`src/rtl/chacha_pkg.sv`:
```
// Shared types and constants for the iterative ChaCha20 block core.
package chacha_pkg;

    typedef logic [31:0] word_t;
    typedef word_t [3:0][3:0] matrix_t;

    // Sub-step of one quarter-round: IDLE loads operands, S0..S7 are the ARX steps
    typedef enum logic [3:0] {
        IDLE, S0, S1, S2, S3, S4, S5, S6, S7
    } ARXSTATE;

    // Which quarter-round of the double round is active (Q0-Q3 columns, Q4-Q7 diagonals)
    typedef enum logic [2:0] {
        Q0, Q1, Q2, Q3, Q4, Q5, Q6, Q7
    } QSTATE;

    localparam int ROUNDS_DEFAULT = 20;

    localparam int ROT_A = 16;
    localparam int ROT_B = 12;
    localparam int ROT_C = 8;
    localparam int ROT_D = 7;

    // Left rotation of a 32-bit word; n must be 1..31
    function automatic word_t rol(word_t x, int unsigned n);
        return (x << n) | (x >> (32 - n));
    endfunction

    // Column of the operand taken from a given row for a quarter-round.
    // Column rounds use the quarter number as the column; diagonal rounds
    // shift one column right per row, wrapping around.
    function automatic logic [1:0] operandCol(QSTATE q, logic [1:0] row);
        logic [2:0] qv;
        qv = q;
        return qv[2] ? (qv[1:0] + row) : qv[1:0];
    endfunction

endpackage

```
`src/rtl/chacha_arx_step.sv`:
```
// One ARX step of the ChaCha quarter-round, selected by the current sub-step.
module chacha_arx_step
    import chacha_pkg::*;
(
    input  word_t   a_i,
    input  word_t   b_i,
    input  word_t   c_i,
    input  word_t   d_i,
    input  ARXSTATE step_i,
    output word_t   a_o,
    output word_t   b_o,
    output word_t   c_o,
    output word_t   d_o
);

    // Each step updates exactly one operand; the others pass through
    always_comb begin
        a_o = a_i;
        b_o = b_i;
        c_o = c_i;
        d_o = d_i;
        case (step_i)
            S0:      a_o = a_i + b_i;
            S1:      d_o = rol(d_i ^ a_i, ROT_A);
            S2:      c_o = c_i + d_i;
            S3:      b_o = rol(b_i ^ c_i, ROT_B);
            S4:      a_o = a_i + b_i;
            S5:      d_o = rol(d_i ^ a_i, ROT_C);
            S6:      c_o = c_i + d_i;
            S7:      b_o = rol(b_i ^ c_i, ROT_D);
            default: ;
        endcase
    end

endmodule

```
`src/rtl/chacha_perform_qround.sv`:
```
// Iterative ChaCha20 block core: one ARX step per clock, nine clocks per
// quarter-round, eight quarter-rounds per double round, then a final
// feed-forward addition of the original state.
module chacha_perform_qround
    import chacha_pkg::*;
#(
    parameter int ROUNDS = ROUNDS_DEFAULT
) (
    input  logic                  clk,
    input  logic                  rst,
    input  logic                  setRounds,
    input  logic [3:0][3:0][31:0] chachamatrixIN,
    output logic [3:0][3:0][31:0] chachamatrixOUT,
    output logic                  blockready,
    output logic [3:0]            blocksproduced
);

    localparam logic [7:0] LAST_DOUBLE = 8'(ROUNDS / 2);

    ARXSTATE    step_q, step_d;
    QSTATE      quarter_q, quarter_d;
    logic [7:0] rounds_q, rounds_d;
    logic       armed_q, armed_d;

    word_t      a_q, b_q, c_q, d_q;
    word_t      a_d, b_d, c_d, d_d;
    word_t      aNext, bNext, cNext, dNext;

    matrix_t    working_q, working_d;
    matrix_t    original_q, original_d;
    matrix_t    out_q, out_d;
    logic       ready_q, ready_d;
    logic [3:0] count_q, count_d;

    logic       finishing;
    logic [1:0] colA, colB, colC, colD;

    assign colA = operandCol(quarter_q, 2'd0);
    assign colB = operandCol(quarter_q, 2'd1);
    assign colC = operandCol(quarter_q, 2'd2);
    assign colD = operandCol(quarter_q, 2'd3);

    // The finish step takes the place of a load step once all double rounds are done
    assign finishing = armed_q && (step_q == IDLE) && (rounds_q == LAST_DOUBLE);

    chacha_arx_step u_arx (
        .a_i    (a_q),
        .b_i    (b_q),
        .c_i    (c_q),
        .d_i    (d_q),
        .step_i (step_q),
        .a_o    (aNext),
        .b_o    (bNext),
        .c_o    (cNext),
        .d_o    (dNext)
    );

    // State register for the FSM, counters and all datapath registers
    always_ff @(posedge clk) begin
        if (rst) begin
            step_q     <= IDLE;
            quarter_q  <= Q0;
            rounds_q   <= '0;
            armed_q    <= 1'b0;
            a_q        <= '0;
            b_q        <= '0;
            c_q        <= '0;
            d_q        <= '0;
            working_q  <= '0;
            original_q <= '0;
            out_q      <= '0;
            ready_q    <= 1'b0;
            count_q    <= '0;
        end else begin
            step_q     <= step_d;
            quarter_q  <= quarter_d;
            rounds_q   <= rounds_d;
            armed_q    <= armed_d;
            a_q        <= a_d;
            b_q        <= b_d;
            c_q        <= c_d;
            d_q        <= d_d;
            working_q  <= working_d;
            original_q <= original_d;
            out_q      <= out_d;
            ready_q    <= ready_d;
            count_q    <= count_d;
        end
    end

    // Next-state sequencing: step walks IDLE..S7, quarter advances after S7,
    // and the double-round count advances after the Q7 writeback
    always_comb begin
        step_d    = step_q;
        quarter_d = quarter_q;
        rounds_d  = rounds_q;
        armed_d   = armed_q;
        if (setRounds) begin
            step_d    = IDLE;
            quarter_d = Q0;
            rounds_d  = '0;
            armed_d   = 1'b1;
        end else if (armed_q) begin
            if (step_q == IDLE) begin
                if (finishing) begin
                    armed_d  = 1'b0;
                    rounds_d = '0;
                end else begin
                    step_d = S0;
                end
            end else if (step_q == S7) begin
                step_d    = IDLE;
                quarter_d = QSTATE'(quarter_q + 3'd1);
                if (quarter_q == Q7) begin
                    rounds_d = rounds_q + 8'd1;
                end
            end else begin
                step_d = ARXSTATE'(step_q + 4'd1);
            end
        end
    end

    // Datapath: capture on load, fetch operands in IDLE, run ARX steps,
    // write back on S7, and add the original state on the finish step
    always_comb begin
        a_d        = a_q;
        b_d        = b_q;
        c_d        = c_q;
        d_d        = d_q;
        working_d  = working_q;
        original_d = original_q;
        out_d      = out_q;
        ready_d    = 1'b0;
        count_d    = count_q;
        if (setRounds) begin
            original_d = chachamatrixIN;
            working_d  = chachamatrixIN;
        end else if (armed_q) begin
            if (step_q == IDLE) begin
                if (finishing) begin
                    for (int i = 0; i < 4; i++) begin
                        for (int j = 0; j < 4; j++) begin
                            out_d[i][j] = working_q[i][j] + original_q[i][j];
                        end
                    end
                    ready_d = 1'b1;
                    count_d = count_q + 4'd1;
                end else begin
                    a_d = working_q[0][colA];
                    b_d = working_q[1][colB];
                    c_d = working_q[2][colC];
                    d_d = working_q[3][colD];
                end
            end else begin
                a_d = aNext;
                b_d = bNext;
                c_d = cNext;
                d_d = dNext;
                if (step_q == S7) begin
                    working_d[0][colA] = aNext;
                    working_d[1][colB] = bNext;
                    working_d[2][colC] = cNext;
                    working_d[3][colD] = dNext;
                end
            end
        end
    end

    assign chachamatrixOUT = out_q;
    assign blockready      = ready_q;
    assign blocksproduced  = count_q;

endmodule

```
`config.mk`:
```
export PLATFORM = sky130hd
export DESIGN_NAME = chacha_perform_qround
export DESIGN_NICKNAME = d
export VERILOG_FILES = /design/src/rtl/chacha_pkg.sv /design/src/rtl/chacha_arx_step.sv /design/src/rtl/chacha_perform_qround.sv
export SDC_FILE = /design/constraint.sdc
export NUM_CORES = 2
export LEC_CHECK = 0
export ABC_AREA = 0
export ABC_CLOCK_PERIOD_IN_PS = 4490
export CAP_MARGIN = 20
export CORE_MARGIN = 10
export CORE_UTILIZATION = 55
export DETAILED_ROUTE_END_ITERATION = 8
export PLACE_DENSITY = 0.78
export SLEW_MARGIN = 20
export SYNTH_ARGS = -nofsm -noshare
export SYNTH_HDL_FRONTEND = slang
export SYNTH_HIERARCHICAL = 1
export SYNTH_SLANG_ARGS = --single-unit
```
`constraint.sdc`:
```
create_clock -name clk -period 4.49 [get_ports clk]
set_input_delay 0.449 -clock clk [delete_from_list [all_inputs] [get_ports clk]]
set_output_delay 0.449 -clock clk [all_outputs]
set_load 0.02 [all_outputs]
```
* Word level (Yosys, flattened, before mapping) *
Cells that the tools add are included.

storage, ports and cells
  register bits = 1685

cells by class
  multiplexer cells = 51
  bitwise logic cells = 9
  add/sub/neg operators = 25
  reduce and logical (&&, ||, !) cells = 21
  magnitude comparators = 8
  eq/ne operators = 13

operator list
  kind                   number
  $mux W512              4
  $add A32 B32 Y32       18
  $mux W32               18
  $bwmux W128            4
  $bmux W32 S2           4
  $demux W32 S2          4
  $pmux W32 S2           2
  $xor A32 B32 Y32       2
  $mux W8                4
  $or A32 B12 Y32        1
  $or A32 B16 Y32        1
  $or A32 B7 Y32         1
  $or A32 B8 Y32         1
  $eq A4 B3 Y1 const B   4
  $lt A2 B3 Y1 const B   4
  $mux W4                3
  $reduce_and A3 Y1      3
  $add A4 B1 Y4 const B  2
  $add A8 B1 Y8 const B  1
  $eq A4 B2 Y1 const B   2
  $eq A8 B4 Y1 const B   1
  $ge A2 B1 Y1 const B   4
  $reduce_and A4 Y1      2
  $reduce_bool A2 Y1     4
  15 further kinds       33

* Longest topological paths before layout *
  word-level depth = 11
  depth in mapped cells = 15

* By module *
The synthesis kept the hierarchy.

by module, submodules not included
  module                 instances  cells an instance  seq. area each (um2)  area each (um2)
  chacha_perform_qround  1          10764              33732.4               86744.4
  chacha_arx_step        1          818                0.0                   5476.5

* Worst setup path before layout *
No wires, ideal clock.

  path type = reg-to-reg
  from = register c_q[0]
  to = register working_q[286] (netlist name)
  setup slack = 1.147 ns
  arrival time = 3.252 ns
  stages on the path, launching flop included = 14
  period minus slack after synthesis = 3.343 ns
  library setup time = 0.091 ns
  buffers on the path = 0
  path through = dfxtp_1 > ha_1 > fa_1 > a21o_1 > a311o_1 > a211oi_2 > o21bai_2 > a311o_1 > a31o_1 > a311oi_2 > xnor2_1 > mux2_2 > nand2_1 > a311oi_1

on the way
  longest elaborated chain between the ends = 7

RTL lines
  item                    line                                          RTL
  start, declared         chacha_perform_qround.sv:25                   word_t a_q, b_q, c_q, d_q;
  start signal, assigned  chacha_perform_qround.sv:67                   c_q <= '0;
  start signal, assigned  chacha_perform_qround.sv:81                   c_q <= c_d;
  $add A32 B32 Y32        chacha_arx_step.sv:25, chacha_arx_step.sv:29
  $mux W32                n/a
  via cNext[30]           chacha_perform_qround.sv:27                   word_t aNext, bNext, cNext, dNext;
  $bwmux W128             chacha_perform_qround.sv:162                  working_d[2][colC] = cNext;
  $mux W512               chacha_perform_qround.sv:159                  if (step_q == S7) begin
  $mux W512               chacha_perform_qround.sv:139                  if (step_q == IDLE) begin
  $mux W512               chacha_perform_qround.sv:138                  end else if (armed_q) begin
  $mux W512               chacha_perform_qround.sv:135                  if (setRounds) begin
  end signal, assigned    chacha_perform_qround.sv:83                   working_q <= working_d;
  end, declared           chacha_perform_qround.sv:29                   matrix_t working_q, working_d;

The timed path passes the listed nets, and every way through them passes these cells. The select of a mux whose other input is x is not followed.
A chain may end at the register's enable or synchronous reset.

* Worst setup path in the final report *
  from = register b_q[11]
  to = register working_q[28] (netlist name)

on the way
  longest elaborated chain between the ends = 7

RTL lines
  item                    line                                          RTL
  start, declared         chacha_perform_qround.sv:25
  start signal, assigned  chacha_perform_qround.sv:66                   b_q <= '0;
  start signal, assigned  chacha_perform_qround.sv:80                   b_q <= b_d;
  $add A32 B32 Y32        chacha_arx_step.sv:23, chacha_arx_step.sv:27
  $mux W32                n/a
  via aNext[28]           chacha_perform_qround.sv:27
  $bwmux W128             chacha_perform_qround.sv:160                  working_d[0][colA] = aNext;
  $mux W512               chacha_perform_qround.sv:159
  $mux W512               chacha_perform_qround.sv:139
  $mux W512               chacha_perform_qround.sv:138
  $mux W512               chacha_perform_qround.sv:135

The timed path passes the listed nets, and every way through them passes these cells. The select of a mux whose other input is x is not followed.

==> run_results.csv <==
group,metric,value,unit
clock_tree,clk_pin_slew,0.07,ns
layout,drive_gt1_share,5.234,%
synthesis,synth_top_area_share,36.58,%
floorplanning,die_w,429.5,um
critical_path,worstRegToRegCells,14,
grt,grt_start_max_net_pins,215,
power_and_ir_drop,p_leak,0.04461,uW
placement,dp_hpwl,295700,um
placement,gp_congestion,1.008,
placement,post_dp_cell_area,104000,um2
power_and_ir_drop,p_sw_share,28.96,%
sta,drv_slew,0,
synthesis,ys.flop_type,"dfxtp_1",
grt,antenna_found_initial,33,
clock_tree,ctsResizeCount,0,
synthesis,synth_edf_count,0,
synthesis,ys_warn_count,6,
critical_path,critPathMaxStageDelay,0.64,ns
clock_tree,clock_sinks,1685,
critical_path,cp-end-kind,"flip-flop",
critical_path,critPathLaunchType,"flip-flop",
synthesis,synth_async_sr_flop_share,0,%
grt,first_global_vias,88900,
grt,grt.overflow.total,0,
routing,drtPass1Iterations,9,
synthesis,synth_top_area_cell,"dfxtp_1",
sta,hold_viol,0,
critical_path,r2r_start,"b_q[11]",
power_and_ir_drop,total_power,38550,uW
critical_path,worstPathCellList,"ha_1, a21o_1, a2111oi_0, o21ai_1, a311oi_1, o211ai_1, nand2_1, nor2_1, or4_1, o311ai_1, nand3_1, a21oi_1, a21oi_1, nor2_1",
sta,rsz0062_at_grt,"false",
clock_tree,htreeDepth,4,
sta,clock_skew,0.03293,ns
routing,vias,93620,
floorplanning,dieArea,184500,um2
sta,max_slew_margin,22.54,%
critical_path,cpMaxStageDelayCell,"a2111oi_0",
clock_tree,numCtsBuffers,182,
sta,max_freq,248.1,MHz
sta,tightest_slew,1.150,ns
clock_tree,cts_tree,"yes",
floorplanning,initial_utilization,55.27,%
critical_path,cp.required,5.26,ns
power_and_ir_drop,p_per_area,348.7,nW/um2
power_and_ir_drop,p_int,27390,uW
synthesis,synthesis.nets,12680,
critical_path,r2r_slack,0.46,ns
layout,most-common-layout-cells,"nand2_1 (2250), dfxtp_1 (1683), a21oi_1 (1436), nor2_1 (1121), clkdlybuf4s50_1 (1029)",
power_and_ir_drop,p_clk_share,42.1,%
layout,fin_area,110600,um2
min_path,worst_hold_startpoint,"setRounds",
routing,wl_per_cell,26.76,um
power_and_ir_drop,combPwrFrac,15.5,%
routing,drcViolationCount,0,
synthesis,synth_cell_types,91,
synthesis,syn_area,92220,um2
routing,drt-total-wl,389800,um
critical_path,cp_max_fo,5,
critical_path,arrival,4.80,ns
sta,min_period,4.031,ns
clock_tree,cts_setup_buffers,0,
sta,setup_slack,0.4586,ns
clock_tree,cts.path.max_buffers,3,
synthesis,synth_cells,11580,
routing,drtAntennaViolNets,0,
synthesis,ys_seq_area_share,36.58,%
sta,post-route-period-util,89.79,%
placement,dpl_worst_slack,0.5724,ns
synthesis,synth.ff_latch_count,1685,
clock_tree,clk_latency,0.87,ns
sta,setup_tns,0,ns
status,status,"finished, final reports clean",
routing,drt-vias-per-instance,6.426,
clock_tree,holdBufCountCts,0,
floorplanning,boundaryPins,1032,
floorplanning,num_rows,150,
routing,drtIter0Drc,11290,
job,cap_violations,0,
synthesis,avgSynthCellArea,7.962,um2
floorplanning,chipHeight,429.5,um
grt,grt_use_total,39.90,%
layout,syn_to_final_growth,19.88,%
critical_path,worst-path-buf-inv,0,
grt,grt_pass1_wl,572200,um
clock_tree,cts_root_buffer,"clkbuf_16",
critical_path,worstSetupPathType,"flip-flop to flip-flop",
sta,setup_viol,0,
min_path,hold_end,"working_q[1]",
power_and_ir_drop,ir_drop,0.4093,mV
floorplanning,core-area,166800,um2
layout,nNetsFinal,13300,
power_and_ir_drop,seq_power_share,42.3,%
min_path,holdPathStages,3,
min_path,min_path_type,"input pin to flip-flop",
placement,port-buffer-count,1031,
layout,final_common_cell,"nand2_1",
power_and_ir_drop,p_switching,11160,uW
synthesis,synth.area.top_cells,"dfxtp_1 (37%), nand2_1 (9.2%), a21oi_1 (7.8%)",
critical_path,critPathTopFamily,"compound AO/OA/AOI/OAI gates",
critical_path,r2r_end,"working_q[28]",
## power by group through the flow
| stage | Clock, uW | Combinational, uW | Sequential (uW) |
|---|---|---|---|
| after floorplan | 0 | 3770 | 16300 |
| after global placement | 0 | 5700 | 16600 |
| after detailed placement | 0 | 5770 | 16600 |
| after CTS | 16300 | 5830 | 16300 |
| after global routing | 16900 | 6400 | 16300 |
| final | 16200 | 5990 | 16300 |
## through the flow
stage	utilization, %	std cells	hold WS, ns
after floorplan	-	11580	0.4481
after global routing	66.25	14560	0.07470
final	66.26	14570	0.05749
after CTS	66.21	14550	0.02913
after global placement	62.36	14210	0.4346
after detailed placement	62.36	14210	0.4414
## cell type report
class / instances / area (um2)
antenna: 22 / 55.05
clock buffer: 251 / 5316
clock inverter: 81 / 1107
fill: 13900 / 56300
inverter: 104 / 397.9
multi-input combinational: 9054 / 55540
sequential: 1685 / 33740
tap: 2204 / 2758
timing repair buffer: 1168 / 11640
## registers in the layout, indices dropped and copies added (netlist names)
register,flops
chachamatrixOUT,512
original_q,512
working_q,512
a_q,32
b_q,32
c_q,32
d_q,32
rounds_q,8
blocksproduced,4
step_q,4
quarter_q,3
armed_q,1
blockready,1
## cells by family (layout without fill, tap and decap cells)
logic type      count (synthesis)  in the layout  share of synthesized area [%]
simple gates                 4157           4157                          18.59
mux                           278            278                          4.348
flops                        1685           1685                          36.58
other cells                     0             22                              0
buf+inv                       843           1604                          3.445
xor+xnor                      561            561                          5.328
compound gates               3472           3472                          23.61
fa+ha+maj                     586            586                          8.097
## cells in the mapped netlist, types with 18 or more instances
library cell / n
o21ai_1: 90
dfxtp_1: 1685
a311oi_1: 415
xor2_1: 236
o31ai_1: 33
mux2_2: 20
and4_1: 18
or3_1: 19
o21ai_0: 519
ha_1: 568
o22ai_1: 20
inv_1: 100
mux2i_1: 161
o21bai_1: 78
nand4_1: 70
fa_1: 18
o21a_1: 61
o221ai_1: 22
a221o_1: 28
nor2b_1: 39
and2_1: 26
clkbuf_1: 695
nand2b_1: 54
and3_1: 86
a211o_1: 28
a211oi_1: 149
xnor2_1: 325
nor2_1: 1127
buf_1: 39
o211ai_1: 30
a21oi_1: 1436
a31oi_1: 74
mux4_2: 96
nand3_1: 333
nand2_1: 2253
a21o_1: 343
nor3_1: 80
## tightest hold or removal path, stage by stage
cell,delay [ns]
buf_8,0.19
a21oi_1,0.17
nor2_1,0.05
## metal layers
| metal | vias to the layer above | GRT usage (%) | routed length [um] |
|---|---|---|---|
| met5 | - | 0 | 122 |
| met4 | 18 | 25.26 | 28680 |
| met3 | 1164 | 7.417 | 36370 |
| met2 | 5341 | 62.99 | 173800 |
| met1 | 44610 | 50.07 | 150800 |
| li1 | 42490 | - | - |
## worst max path at each step
stage / from / to / cells past startpoint
3_3_place_gp: d_q[14] / working_q[319] / 13
4_1_cts: b_q[11] / working_q[28] / 14
2_1_floorplan: c_q[0] / working_q[286] / 13
3_5_place_dp: d_q[14] / working_q[319] / 13
6_report: b_q[11] / working_q[28] / 14
5_1_grt: b_q[7] / working_q[28] / 14
No activity file was read; power rests on OpenSTA's default activity.
